File: src/rtl/fetch_pkg.sv
// fetch_pkg: shared types and constants for the instruction-fetch stage.
//   fetch_state_t    - fetch FSM state encoding
//   RST_VEC_HI_ADDR  - word address holding PC[31:16] of the start vector
//   RST_VEC_LO_ADDR  - word address holding PC[15:0] of the start vector
//   IMM_BIT_DEFAULT  - default position of the two-word (immediate) flag
package fetch_pkg;

    typedef enum logic [1:0] {
        RST_HI    = 2'd0,
        RST_LO    = 2'd1,
        FETCH     = 2'd2,
        FETCH_IMM = 2'd3
    } fetch_state_t;

    localparam int RST_VEC_HI_ADDR = 0;
    localparam int RST_VEC_LO_ADDR = 1;
    localparam int IMM_BIT_DEFAULT = 15;

endpackage

File: src/rtl/fetch_if.sv
// fetch_if: bundles the instruction-memory bus, the downstream control
// inputs (stall / redirect) and the IF/ID bundle outputs.
//   master - the fetch unit side
//   slave  - memory / decode / hazard-unit side
//
// Bundle semantics: if_valid=1 marks a real instruction on if_*; while
// stall=1 the bundle is held unchanged and decode must keep re-reading it;
// redirect=1 wins over stall and turns the next bundle into a bubble.
interface fetch_if #(
    parameter int ADDR_W = 20
);
    logic [ADDR_W-1:0] imem_addr;
    logic [15:0]       imem_data;
    logic              stall;
    logic              redirect;
    logic [31:0]       redirect_pc;
    logic              if_valid;
    logic [15:0]       if_instr;
    logic [15:0]       if_imm;
    logic [31:0]       if_pc;

    modport master (
        output imem_addr,
        input  imem_data,
        input  stall,
        input  redirect,
        input  redirect_pc,
        output if_valid,
        output if_instr,
        output if_imm,
        output if_pc
    );

    modport slave (
        input  imem_addr,
        output imem_data,
        output stall,
        output redirect,
        output redirect_pc,
        input  if_valid,
        input  if_instr,
        input  if_imm,
        input  if_pc
    );
endinterface

File: src/rtl/pc_register.sv
// pc_register: 32-bit program counter.
//   clk, rst  - clock, asynchronous active-high reset (pc -> 0)
//   load      - take load_val (redirect target or reset-vector halves)
//   load_val  - value loaded when load=1
//   inc       - advance by one word (wraps at 2^32); load has priority
//   pc        - current program counter
// With neither load nor inc the PC holds.
module pc_register (
    input  logic        clk,
    input  logic        rst,
    input  logic        load,
    input  logic [31:0] load_val,
    input  logic        inc,
    output logic [31:0] pc
);

    always_ff @(posedge clk or posedge rst) begin
        if (rst) begin
            pc <= '0;
        end else if (load) begin
            pc <= load_val;
        end else if (inc) begin
            pc <= pc + 32'd1;
        end
    end

endmodule

File: src/rtl/fetch_unit.sv
// fetch_unit: instruction-fetch stage owning the IF/ID register.
//   clk, rst - pipeline clock, asynchronous active-high reset
//   bus      - fetch_if master: imem_addr/imem_data, stall, redirect,
//              redirect_pc, if_valid/if_instr/if_imm/if_pc
//   state    - current FSM state (debug observation)
// After reset the start PC is read from words 0 (high half) and 1 (low
// half); then 16-bit words stream out, and a word with IMM_BIT set is
// merged with the following word into a single bundle.
module fetch_unit
    import fetch_pkg::*;
#(
    parameter int ADDR_W  = 20,
    parameter int IMM_BIT = IMM_BIT_DEFAULT
) (
    input  logic          clk,
    input  logic          rst,
    fetch_if.master       bus,
    output fetch_state_t  state
);

    fetch_state_t      state_next;
    logic [31:0]       pc;
    logic              pc_load;
    logic [31:0]       pc_load_val;
    logic              pc_inc;
    logic [ADDR_W-1:0] imem_addr_c;

    // IF/ID update controls decoded by the FSM
    logic              id_bubble;
    logic              id_single;
    logic              id_pair;
    logic              pend_load;

    logic [15:0]       pending_instr;
    logic [31:0]       pending_pc;

    pc_register u_pc (
        .clk      (clk),
        .rst      (rst),
        .load     (pc_load),
        .load_val (pc_load_val),
        .inc      (pc_inc),
        .pc       (pc)
    );

    assign bus.imem_addr = imem_addr_c;

    always_ff @(posedge clk or posedge rst) begin
        if (rst) begin
            state <= RST_HI;
        end else begin
            state <= state_next;
        end
    end

    always_comb begin
        state_next  = state;
        pc_load     = 1'b0;
        pc_load_val = pc;
        pc_inc      = 1'b0;
        imem_addr_c = pc[ADDR_W-1:0];
        id_bubble   = 1'b0;
        id_single   = 1'b0;
        id_pair     = 1'b0;
        pend_load   = 1'b0;
        case (state)
            RST_HI: begin
                // Start-vector halves are merged into the PC one at a time.
                imem_addr_c = ADDR_W'(RST_VEC_HI_ADDR);
                pc_load     = 1'b1;
                pc_load_val = {bus.imem_data, pc[15:0]};
                id_bubble   = 1'b1;
                state_next  = RST_LO;
            end
            RST_LO: begin
                imem_addr_c = ADDR_W'(RST_VEC_LO_ADDR);
                pc_load     = 1'b1;
                pc_load_val = {pc[31:16], bus.imem_data};
                id_bubble   = 1'b1;
                state_next  = FETCH;
            end
            FETCH, FETCH_IMM: begin
                if (bus.redirect) begin
                    // A half-assembled two-word bundle is dropped by
                    // returning to FETCH; pending is simply never used.
                    pc_load     = 1'b1;
                    pc_load_val = bus.redirect_pc;
                    id_bubble   = 1'b1;
                    state_next  = FETCH;
                end else if (!bus.stall) begin
                    pc_inc = 1'b1;
                    if (state == FETCH_IMM) begin
                        id_pair    = 1'b1;
                        state_next = FETCH;
                    end else if (bus.imem_data[IMM_BIT]) begin
                        pend_load  = 1'b1;
                        id_bubble  = 1'b1;
                        state_next = FETCH_IMM;
                    end else begin
                        id_single  = 1'b1;
                    end
                end
            end
            default: state_next = RST_HI;
        endcase
    end

    // Pending first word of a two-word instruction
    always_ff @(posedge clk or posedge rst) begin
        if (rst) begin
            pending_instr <= '0;
            pending_pc    <= '0;
        end else if (pend_load) begin
            pending_instr <= bus.imem_data;
            pending_pc    <= pc;
        end
    end

    // IF/ID pipeline register; a bubble only clears valid, data fields hold
    always_ff @(posedge clk or posedge rst) begin
        if (rst) begin
            bus.if_valid <= 1'b0;
            bus.if_instr <= '0;
            bus.if_imm   <= '0;
            bus.if_pc    <= '0;
        end else if (id_bubble) begin
            bus.if_valid <= 1'b0;
        end else if (id_single) begin
            bus.if_valid <= 1'b1;
            bus.if_instr <= bus.imem_data;
            bus.if_imm   <= '0;
            bus.if_pc    <= pc;
        end else if (id_pair) begin
            bus.if_valid <= 1'b1;
            bus.if_instr <= pending_instr;
            bus.if_imm   <= bus.imem_data;
            bus.if_pc    <= pending_pc;
        end
    end

endmodule
File: src/flat_wrapper.sv
// flat-port wrapper written by rule: the top's interface ports become plain ports
module fetch_unit_flat import fetch_pkg::*;
#(
    parameter int ADDR_W  = 20,
    parameter int IMM_BIT = IMM_BIT_DEFAULT
)
  (clk, rst, state, bus_imem_addr, bus_imem_data, bus_stall, bus_redirect, bus_redirect_pc, bus_if_valid, bus_if_instr, bus_if_imm, bus_if_pc);
  fetch_if #(.ADDR_W(ADDR_W)) bus_i ();
  input  logic clk;
  input  logic rst;
  output fetch_state_t state;
  output wire logic [$bits(bus_i.imem_addr)-1:0] bus_imem_addr;
  input wire logic [$bits(bus_i.imem_data)-1:0] bus_imem_data;
  input wire logic [$bits(bus_i.stall)-1:0] bus_stall;
  input wire logic [$bits(bus_i.redirect)-1:0] bus_redirect;
  input wire logic [$bits(bus_i.redirect_pc)-1:0] bus_redirect_pc;
  output wire logic [$bits(bus_i.if_valid)-1:0] bus_if_valid;
  output wire logic [$bits(bus_i.if_instr)-1:0] bus_if_instr;
  output wire logic [$bits(bus_i.if_imm)-1:0] bus_if_imm;
  output wire logic [$bits(bus_i.if_pc)-1:0] bus_if_pc;
  assign bus_imem_addr = bus_i.imem_addr;
  assign bus_i.imem_data = bus_imem_data;
  assign bus_i.stall = bus_stall;
  assign bus_i.redirect = bus_redirect;
  assign bus_i.redirect_pc = bus_redirect_pc;
  assign bus_if_valid = bus_i.if_valid;
  assign bus_if_instr = bus_i.if_instr;
  assign bus_if_imm = bus_i.if_imm;
  assign bus_if_pc = bus_i.if_pc;
  fetch_unit #(.ADDR_W(ADDR_W), .IMM_BIT(IMM_BIT)) u_core (.clk(clk), .rst(rst), .bus(bus_i), .state(state));
endmodule
File: config.mk
export PLATFORM = sky130hd
export DESIGN_NAME = fetch_unit_flat
export DESIGN_NICKNAME = d
export VERILOG_FILES = /design/src/rtl/fetch_pkg.sv /design/src/rtl/fetch_if.sv /design/src/rtl/pc_register.sv /design/src/rtl/fetch_unit.sv /design/src/flat_wrapper.sv
export SDC_FILE = /design/constraint.sdc
export NUM_CORES = 1
export LEC_CHECK = 0
export ABC_AREA = 1
export CAP_MARGIN = 30
export CORE_UTILIZATION = 54
export DETAILED_ROUTE_END_ITERATION = 12
export GPL_TIMING_DRIVEN = 0
export PLACE_DENSITY = 0.81
export SYNTH_ARGS = -nofsm -noshare
export SYNTH_HDL_FRONTEND = slang
export SYNTH_HIERARCHICAL = 1
export SYNTH_SLANG_ARGS = --single-unit
File: constraint.sdc
create_clock -name clk -period 4.5 [get_ports clk]
set_input_delay 0.9 -clock clk [delete_from_list [all_inputs] [get_ports clk]]
set_output_delay 0.9 -clock clk [all_outputs]
set_load 0.005 [all_outputs]
== Yosys cells after proc, flatten, opt, wreduce, memory -nomap -nowiden ==
Index checks and enable logic that the tools add are counted.

* Register bits after elaboration: 147
* Output and inout bits: 87

* Add/subtract/negate cells: 1
* Eq/ne operators: 8
* Mux-type cells: 40
* Bitwise operators: 1
* Reductions and logical operators: 10

{| class="wikitable"
|+ Operator list
! cell !! count
|-
| $mux W32 || 5
|-
| $pmux W32 S3 || 1
|-
| $mux W16 || 4
|-
| $pmux W20 S2 || 1
|-
| $add A32 B1 Y32 const B || 1
|-
| $mux W1 || 22
|-
| $mux W2 || 4
|-
| $ne A3 B3 Y1 const B || 2
|-
| $pmux W2 S3 || 1
|-
| $reduce_and A3 Y1 || 2
|-
| $eq A2 B2 Y1 const B || 2
|-
| $ne A2 B2 Y1 const B || 2
|-
| $ne A4 B3 Y1 const B || 1
|-
| $pmux W1 S2 || 2
|-
| $reduce_and A2 Y1 || 2
|-
| $reduce_bool A2 Y1 || 2
|-
| $reduce_or A2 Y1 || 2
|-
| $reduce_bool A3 Y1 || 1
|-
| $eq A2 B1 Y1 const B || 1
|-
| $logic_not A2 Y1 || 1
|-
| $not A1 Y1 || 1
|}

== Depth between registers and ports, before layout ==
* Depth after elaboration: 8
* Depth in mapped cells: 11
* Mapped depth without buffers: 9

== Hierarchy ==
Netlist, hierarchy kept.

{| class="wikitable"
|+ Modules (own cells, without submodules)
! module !! times used !! cells each !! area an instance (sq um)
|-
| fetch_unit || 1 || 864 || 6102.1
|-
| pc_register || 1 || 329 || 2282.2
|}

== Least setup slack after synthesis ==
OpenSTA, ideal clock, no wires.

* Kind: input to register
* Start: input port bus_redirect
* End: register u_core.u_pc.pc[18]
* Arrival: 2.066 ns
* Setup slack: 2.368 ns
* Stages on the path: 10
* Buffers on the path: 3
* Cell sequence: nor2_1 > nand2_1 > buf_2 > buf_4 > inv_1 > nand2_2 > inv_1 > buf_2 > nand3_1 > nand2_1

* Longest elaborated chain between the ends: 4

{| class="wikitable"
|+ Ends and longest elaborated chain
! element !! RTL line !! source
|-
| start, declared || flat_wrapper.sv:15 || <nowiki>input wire logic [$bits(bus_i.redirect)-1:0] bus_redirect;</nowiki>
|-
| $mux W1 || fetch_unit.sv:83 || <nowiki>if (bus.redirect) begin</nowiki>
|-
| $mux W1 || fetch_unit.sv:66 || <nowiki>case (state)</nowiki>
|-
| via u_core.pc_inc || fetch_unit.sv:25 || <nowiki>logic pc_inc;</nowiki>
|-
| $reduce_bool A2 Y1 (no source line) || - ||
|-
| $reduce_and A3 Y1 (no source line) || - ||
|-
| end signal, assigned || pc_register.sv:21 || <nowiki>pc <= load_val;</nowiki>
|-
| end signal, assigned || pc_register.sv:23 || <nowiki>pc <= pc + 32'd1;</nowiki>
|-
| end, declared || pc_register.sv:14 || <nowiki>output logic [31:0] pc</nowiki>
|}

The timed path passes the listed nets, and every way through them passes these cells.
A chain may end at the register's enable or synchronous reset.

== Final worst setup path ==
* Start: register u_core.state[1]
* End: output port bus_imem_addr[0]

* Longest elaborated chain between the ends: 2

{| class="wikitable"
|+ Ends and longest elaborated chain
! element !! RTL line !! source
|-
| start, declared || fetch_unit.sv:18 || <nowiki>output fetch_state_t state</nowiki>
|-
| start signal, assigned || fetch_unit.sv:52 || <nowiki>state <= state_next;</nowiki>
|-
| $eq A2 B1 Y1 or $logic_not A2 Y1 (tied branches) || fetch_unit.sv:66 ||
|-
| $pmux W20 S2 * || fetch_unit.sv:66 ||
|-
| end, declared || flat_wrapper.sv:12 || <nowiki>output wire logic [$bits(bus_i.imem_addr)-1:0] bus_imem_addr;</nowiki>
|}

Every way passes the cells marked *; elsewhere a longest branch is shown, timed or not.

==> metrics.md <==
| Metric | Value |
|---|---|
| Most frequent cells in the layout | nand2_1, dfrtp_1, nor2_1, clkdlybuf4s50_1, inv_1 |
| Gate Count Post-Synth | 1193 |
| R2R Path Start | u_core/state[1]$_DFFE_PP0P_ |
| Unique cell type count in the Yosys netlist | 29 |
| DR WL/cell | 17.1 um |
| Die Y | 127 um |
| Setup WS pre-CTS | 1.12 ns |
| Ys async rst share | 100% |
| Final Skew | 0.0100 ns |
| Core ar. | 15200 sq um |
| DIE AREA | 16000 sq um |
| Total iterations of the first detailed-routing run | 5 |
| Gate power share | 25.5% |
| RSZ-0062 raised after global routing | no |
| Die X | 127 um |
| Register area share after synthesis | 43.9% |
| R2r worst-path depth | 10 |
| Global-route wire length before repair | 41300 um |
| Int Pwr | 3.10 mW |
| Post-layout min period | 3.18 ns |
| Outcome | complete, no violations |
| I/O pin count | 139 |
| Final period util | 70.6% |
| Fraction of layout cells with a size suffix above 1 | 8.94% |
| Yosys warns | 6 |
| Cts hold-fix bufs | 0 |
| Vias in the first global route | 8004 |
| Leak | 5.37 nW |
| CP startpoint | u_core/state[1]$_DFFE_PP0P_ |
| Fin cells | 1553 |
| Antenna Nets Post-Route | 0 |
| Remaining Overflow, GRT | 0 |
| Final setup fails | 0 |
| Routability cong. | 0.979 |
| Peak supply drop | 277 uV |
| Drt total wl | 26600 um |
| Critical Path Fanout Max | 10 |
| Endpoint class of the critical path | primary output |
| Clk sinks | 147 |
| Slew headroom | 40.9% |
| Flop pwr share | 41.7% |
| Post-synth top area share | 43.9% |
| Post-Synthesis Cell Area | 8380 sq um |
| Post-cts resize count | 0 |
| Mapped Avg Cell Area | 7.03 sq um |
| Switching share of power | 30.5% |
| Dominant cells by area after synthesis | dfrtp_1, nand2_1, nor2_1 |
| Post-route setup TNS | 0 ns |
| Worst-path clk slew | 0.06 ns |
| Worst min-delay path class | flop to flop |
| Critical Path RT | 3.60 ns |
| # rows | 45 |
| Gr usage total | 34.1% |
| Final HPWL DP | 19200 um |
| Commonest non-fill, non-tap cell in the layout | nand2_1 |
| Total CTS buffers | 17 |
| Min Hold Slack | 0.466 ns |
| ANT cells | 0 |
| Mean number of vias per cell | 5.56 |
| FF-to-FF setup slack | 2.13 ns |
| Initial Util | 55.2% |
| Largest net degree at the start of global routing | 75 |
| H-tree levels | 4 |
| Setup CP Type | flop to primary output |
| Syn nets | 1246 |
| CP Launch Type | flop |
| PwrDens | 419 nW/um^2 |
| # Post-CTS Setup Buffers | 0 |
| Post-synth EDFFs | 0 |
| Worst-Margin Slew | 0.886 ns |
| Number of DRC violations after detailed routing | 0 |
| Number of DRC markers in iteration 0 | 901 |
| Worst-Skew Late Latency | 0.43 ns |
| Seq cells post-synth | 147 |
| Worst path arrival time | 2.28 ns |
| Clock network fraction of design power | 32.7% |
| Max Cap Viol | 0 |
| Layout area overhead | 27.0% |
| Clock Tree Root | clkbuf_16 |
| Dominant cell type by area after synthesis | dfrtp_1 |
| Initial antenna violation count | 0 |
| Critical R2R Capture | u_core/u_pc/pc[21]$_DFFE_PP0P_ |
| Most used DFF post-synth | dfrtp_1 |
| Max clock buf depth | 2 |
| CP endpoint | bus_imem_addr[0] |
| Net Switching | 1.36 mW |
| CTS tree | yes |
| Fmax achieved | 0.315 GHz |
| Fin. max-slew vios | 0 |
| Via count | 8633 |
| Worst setup margin | 1.32 ns |
| Dpl cells | 1521 |
| Count of buffers from port buffering | 138 |
| Fin nets | 1405 |
| Final Hold Vio Count | 0 |
==> kinds of logic (layout without fill, tap and decap cells) <==
group / after synthesis / after routing / synth area share, %
XOR/XNOR: 10 / 10 / 1.04
AO/OA/AOI/OAI: 143 / 143 / 11.1
adder cells (fa/ha/maj): 1 / 1 / 0.149
buffers and inverters: 126 / 298 / 6.76
AND/OR/NAND/NOR: 766 / 766 / 37.1
flip-flops: 147 / 147 / 43.9
==> worst max-delay path, cell delays in order (launching register included) <==
cell,delay (ns)
dfrtp_1,0.41
buf_4,0.21
inv_4,0.11
nand2_1,0.11
inv_1,0.10
clkbuf_1,0.37
a21oi_1,0.10
clkdlybuf4s50_1,0.46
==> power groups by stage <==
stage          Clock (mW)  Sequential [mW]  Combinational, mW
6_report             1.46             1.86               1.14
5_1_grt              1.54             1.89               1.26
4_1_cts              1.47             1.85               1.13
3_5_place_dp            0             1.87               1.12
3_3_place_gp            0             1.86               1.09
2_1_floorplan           0             1.81              0.574
==> how the worst min path moves through the flow <==
stage / startpoint / end / slack (ns) / depth (start not counted)
2_1_floorplan: u_core/pending_instr[0]$_DFFE_PP0P_ / u_core/pending_instr[0]$_DFFE_PP0P_ / 0.44 / 2
3_3_place_gp: u_core/pending_instr[8]$_DFFE_PP0P_ / u_core/pending_instr[8]$_DFFE_PP0P_ / 0.45 / 2
3_5_place_dp: u_core/pending_instr[4]$_DFFE_PP0P_ / u_core/pending_instr[4]$_DFFE_PP0P_ / 0.45 / 2
4_1_cts: u_core/pending_instr[4]$_DFFE_PP0P_ / u_core/pending_instr[4]$_DFFE_PP0P_ / 0.47 / 2
5_1_grt: u_core/pending_pc[26]$_DFFE_PP0P_ / u_core/pending_pc[26]$_DFFE_PP0P_ / 0.48 / 2
6_report: u_core/pending_instr[9]$_DFFE_PP0P_ / u_core/pending_instr[9]$_DFFE_PP0P_ / 0.47 / 2
==> registers in the layout (all words and copies together), names as in the netlist <==
register	count
u_core/bus.if_pc	32
u_core/pending_pc	32
u_core/u_pc/pc	32
u_core/bus.if_imm	16
u_core/bus.if_instr	16
u_core/pending_instr	16
u_core/state	2
u_core/bus.if_valid	1
==> layout make-up <==
type                       instances  area (sq um)
inverter                          62           238
buffer                            64           332
clock inverter                    11           153
clock buffer                      21           450
multi-input combinational        920          4140
fill                            1254          4550
sequential                       147          3680
timing repair buffer             140          1420
tap                              188           235
==> synth_stat cells (all sizes together) (4+ instances only) <==
cell and instances:
a22oi 24, o211ai 4, o21ai 48, nor2 162
xor2 10, nand3 44, nand2 552, clkbuf 13
and2 4, buf 51, a31oi 14, o21bai 51
inv 62, dfrtp 147
==> metrics by stage <==
stage	total power [mW]	util, %	cell area [sq um]
after floorplan	2.39	-	8380
after global placement	2.95	65.8	10000
after detailed placement	2.99	66.1	10000
after CTS	4.45	70.0	10600
after global routing	4.69	70.0	10600
final	4.46	70.0	10600
==> metal layers <==
| metal | track usage [%] | routed length [um] |
|---|---|---|
| met1 | 44.5 | 10500 |
| met2 | 54.1 | 12300 |
| met3 | 7.34 | 2780 |
| met4 | 16.2 | 995 |
| met5 | 0 | 0 |
Note: power is estimated with default switching activity, not from simulation.
==> edit, RTL diff (config.mk and constraints unchanged) <==
`ADDR_W` is set to 20 in 3 places; all go to 22.
--- a/src/rtl/fetch_if.sv
+++ b/src/rtl/fetch_if.sv
@@ -8,5 +8,5 @@
 // redirect=1 wins over stall and turns the next bundle into a bubble.
 interface fetch_if #(
-    parameter int ADDR_W = 20
+    parameter int ADDR_W = 22
 );
     logic [ADDR_W-1:0] imem_addr;
--- a/src/rtl/fetch_unit.sv
+++ b/src/rtl/fetch_unit.sv
@@ -10,5 +10,5 @@
     import fetch_pkg::*;
 #(
-    parameter int ADDR_W  = 20,
+    parameter int ADDR_W  = 22,
     parameter int IMM_BIT = IMM_BIT_DEFAULT
 ) (
--- a/src/flat_wrapper.sv
+++ b/src/flat_wrapper.sv
@@ -2,5 +2,5 @@
 module fetch_unit_flat import fetch_pkg::*;
 #(
-    parameter int ADDR_W  = 20,
+    parameter int ADDR_W  = 22,
     parameter int IMM_BIT = IMM_BIT_DEFAULT
 )
Interface: changed (resized bus_imem_addr); port bits go from 139 to 141. The function was not compared with the original's and may differ.
==> edit against the original RTL <==
Synthesized area increased by 0.15%; cell count increased by 0.39%; synthesized cell count increased by 0.34%; wire length decreased by 1.9%; worst hold slack improved by 0.00087 ns; clock skew increased by 0.0042 ns; setup slack improved by 0.16 ns; final area increased by 0.73%; count of clock-buffer cells in the layout unchanged; largest power group unchanged; core utilization increased by 0.51 points; power increased by 1.4%; clock power increased by 3%; sequential cell count unchanged.
==> edit: results (changes against the original RTL) <==
** Critical path
- The worst-case register-to-register setup slack was 2.17 ns (+0.04 ns).
- Launch point of the critical path :: u_core/state[0]$_DFFE_PP0P_
- Endpoint of the most critical setup path :: bus_imem_addr[0]
- The worst register-to-register path ends at u_core/u_pc/pc[31]$_DFFE_PP0P_.
- The depth of the worst register-to-register path was 9 (-1).
- The critical path data arrival time was 2.12 ns (-0.16 ns).

** Pwr
- Sequential cell fraction of total power :: 0.412 (-0.005)
- Cell Int Power :: 3.18 mW (+2.6%)
- Max VDD drop :: 0.000263 V (-5.1%)
- The static power due to leakage is 5.43 nW (+1.2%).

** Finish
- The post-layout instance count excluding filler cells is 1559 (+0.39%).
- Number of non-clock buffers in the layout :: 206 (+0.98%)
- The number of signal-net inverters in the final layout was 64 (+3.2%).
- Final #Nets :: 1411 (+0.43%)
- The clock buffer and inverter area fraction after layout was 0.0593 (+0.00262).
- The share of layout cells above drive strength 1 is 0.0875 (-0.00185).
- The layout buffering overhead excluding clock cells was 0.167 (+0.00254).
- The final cell area excluding filler cells was 0.0107 sq mm (+0.73%).
- #MultiIn Comb :: 922 (+0.22%)

** Synthesis
- Sequential-to-total area share from yosys stat :: 0.438 (-0.000654)
- The share of the synthesized area in compound gates (AO/OA/AOI/OAI) is 0.111 (+0.000431).
- The area share of xor/xnor cells in the synthesized design is 0.0104 (-0.0000156).
- Largest cells by area after synthesis :: dfrtp_1 (44%), nand2_1 (24%), nor2_1 (6.5%)
- The commonest cells after synthesis are nand2_1 (542), dfrtp_1 (147), nor2_1 (146).
- The number of instances in the synthesized netlist was 1197 (+0.34%).
- Mapped Nets :: 1250 (+0.32%)
- The adder and majority gate portion of the synthesized area came to 0.00149 (-0.00000222).

** Place
- Hpwl dp :: 19.2 mm (-0.31%)
- The total placed instance area is 0.0101 sq mm (+0.45%).
- GP Congestion :: 0.960 (-2.0%)
- The worst-case setup slack after placement is 1.18 ns (+0.0552 ns).

** Global route
- Number of global-route vias before repair :: 8017 (+0.16%)
- The wire length of the first global-routing pass came to 41.3 mm (about the same).
- The pin count of the biggest net entering global routing was 67 (-11%).

** Clocking
- Clock latency at the later pin of the worst-skew pair :: 0.41 ns (-0.02 ns)

** Drt
- The wire length after detailed routing is 26.1 mm (-1.9%).
- Drt initial violations :: 1056 (+17%)
- The via density per instance is 5.49 (-1.3%).

** Worst hold path
- The worst hold path begins at u_core/pending_instr[4]$_DFFE_PP0P_.
- For hold timing, the worst endpoint is u_core/pending_instr[4]$_DFFE_PP0P_.

** STA
- The worst-case setup margin in the final layout was 1.48 ns (+0.161 ns).
- Headroom to the max-slew limit :: 0.557 (+0.149)
- Clk_skew :: 0.0142 ns (+0.00419 ns)

** Run status
- The flow ran to the end, and the final reports show no timing, DRC or antenna violations.
## edit: critical path, cell delays in order (launching register included)
cell,delay (ns)
dfrtp_1,0.47
inv_1,0.12
nand2_1,0.12
inv_1,0.07
clkbuf_1,0.20
a21oi_1,0.20
clkdlybuf4s50_1,0.53
## edit: metrics by stage
step	utilization	hold slack, ns
final	0.706	0.467
after global routing	0.706	0.478
after CTS	0.706	0.467
after detailed placement	0.664	0.453
after global placement	0.660	0.447
after floorplan	-	0.436
## edit: metal layers
metal,part of all wire,global-route usage
met1,0.42,0.442
met2,0.46,0.548
met3,0.088,0.0616
met4,0.030,0.139
met5,0,0
## edit: kinds of logic after synthesis
kind of cell,Yosys count
AND/OR/NAND/NOR,767
XOR/XNOR,10
AO/OA/AOI/OAI,144
buffers and inverters,128
adder cells (fa/ha/maj),1
flip-flops,147
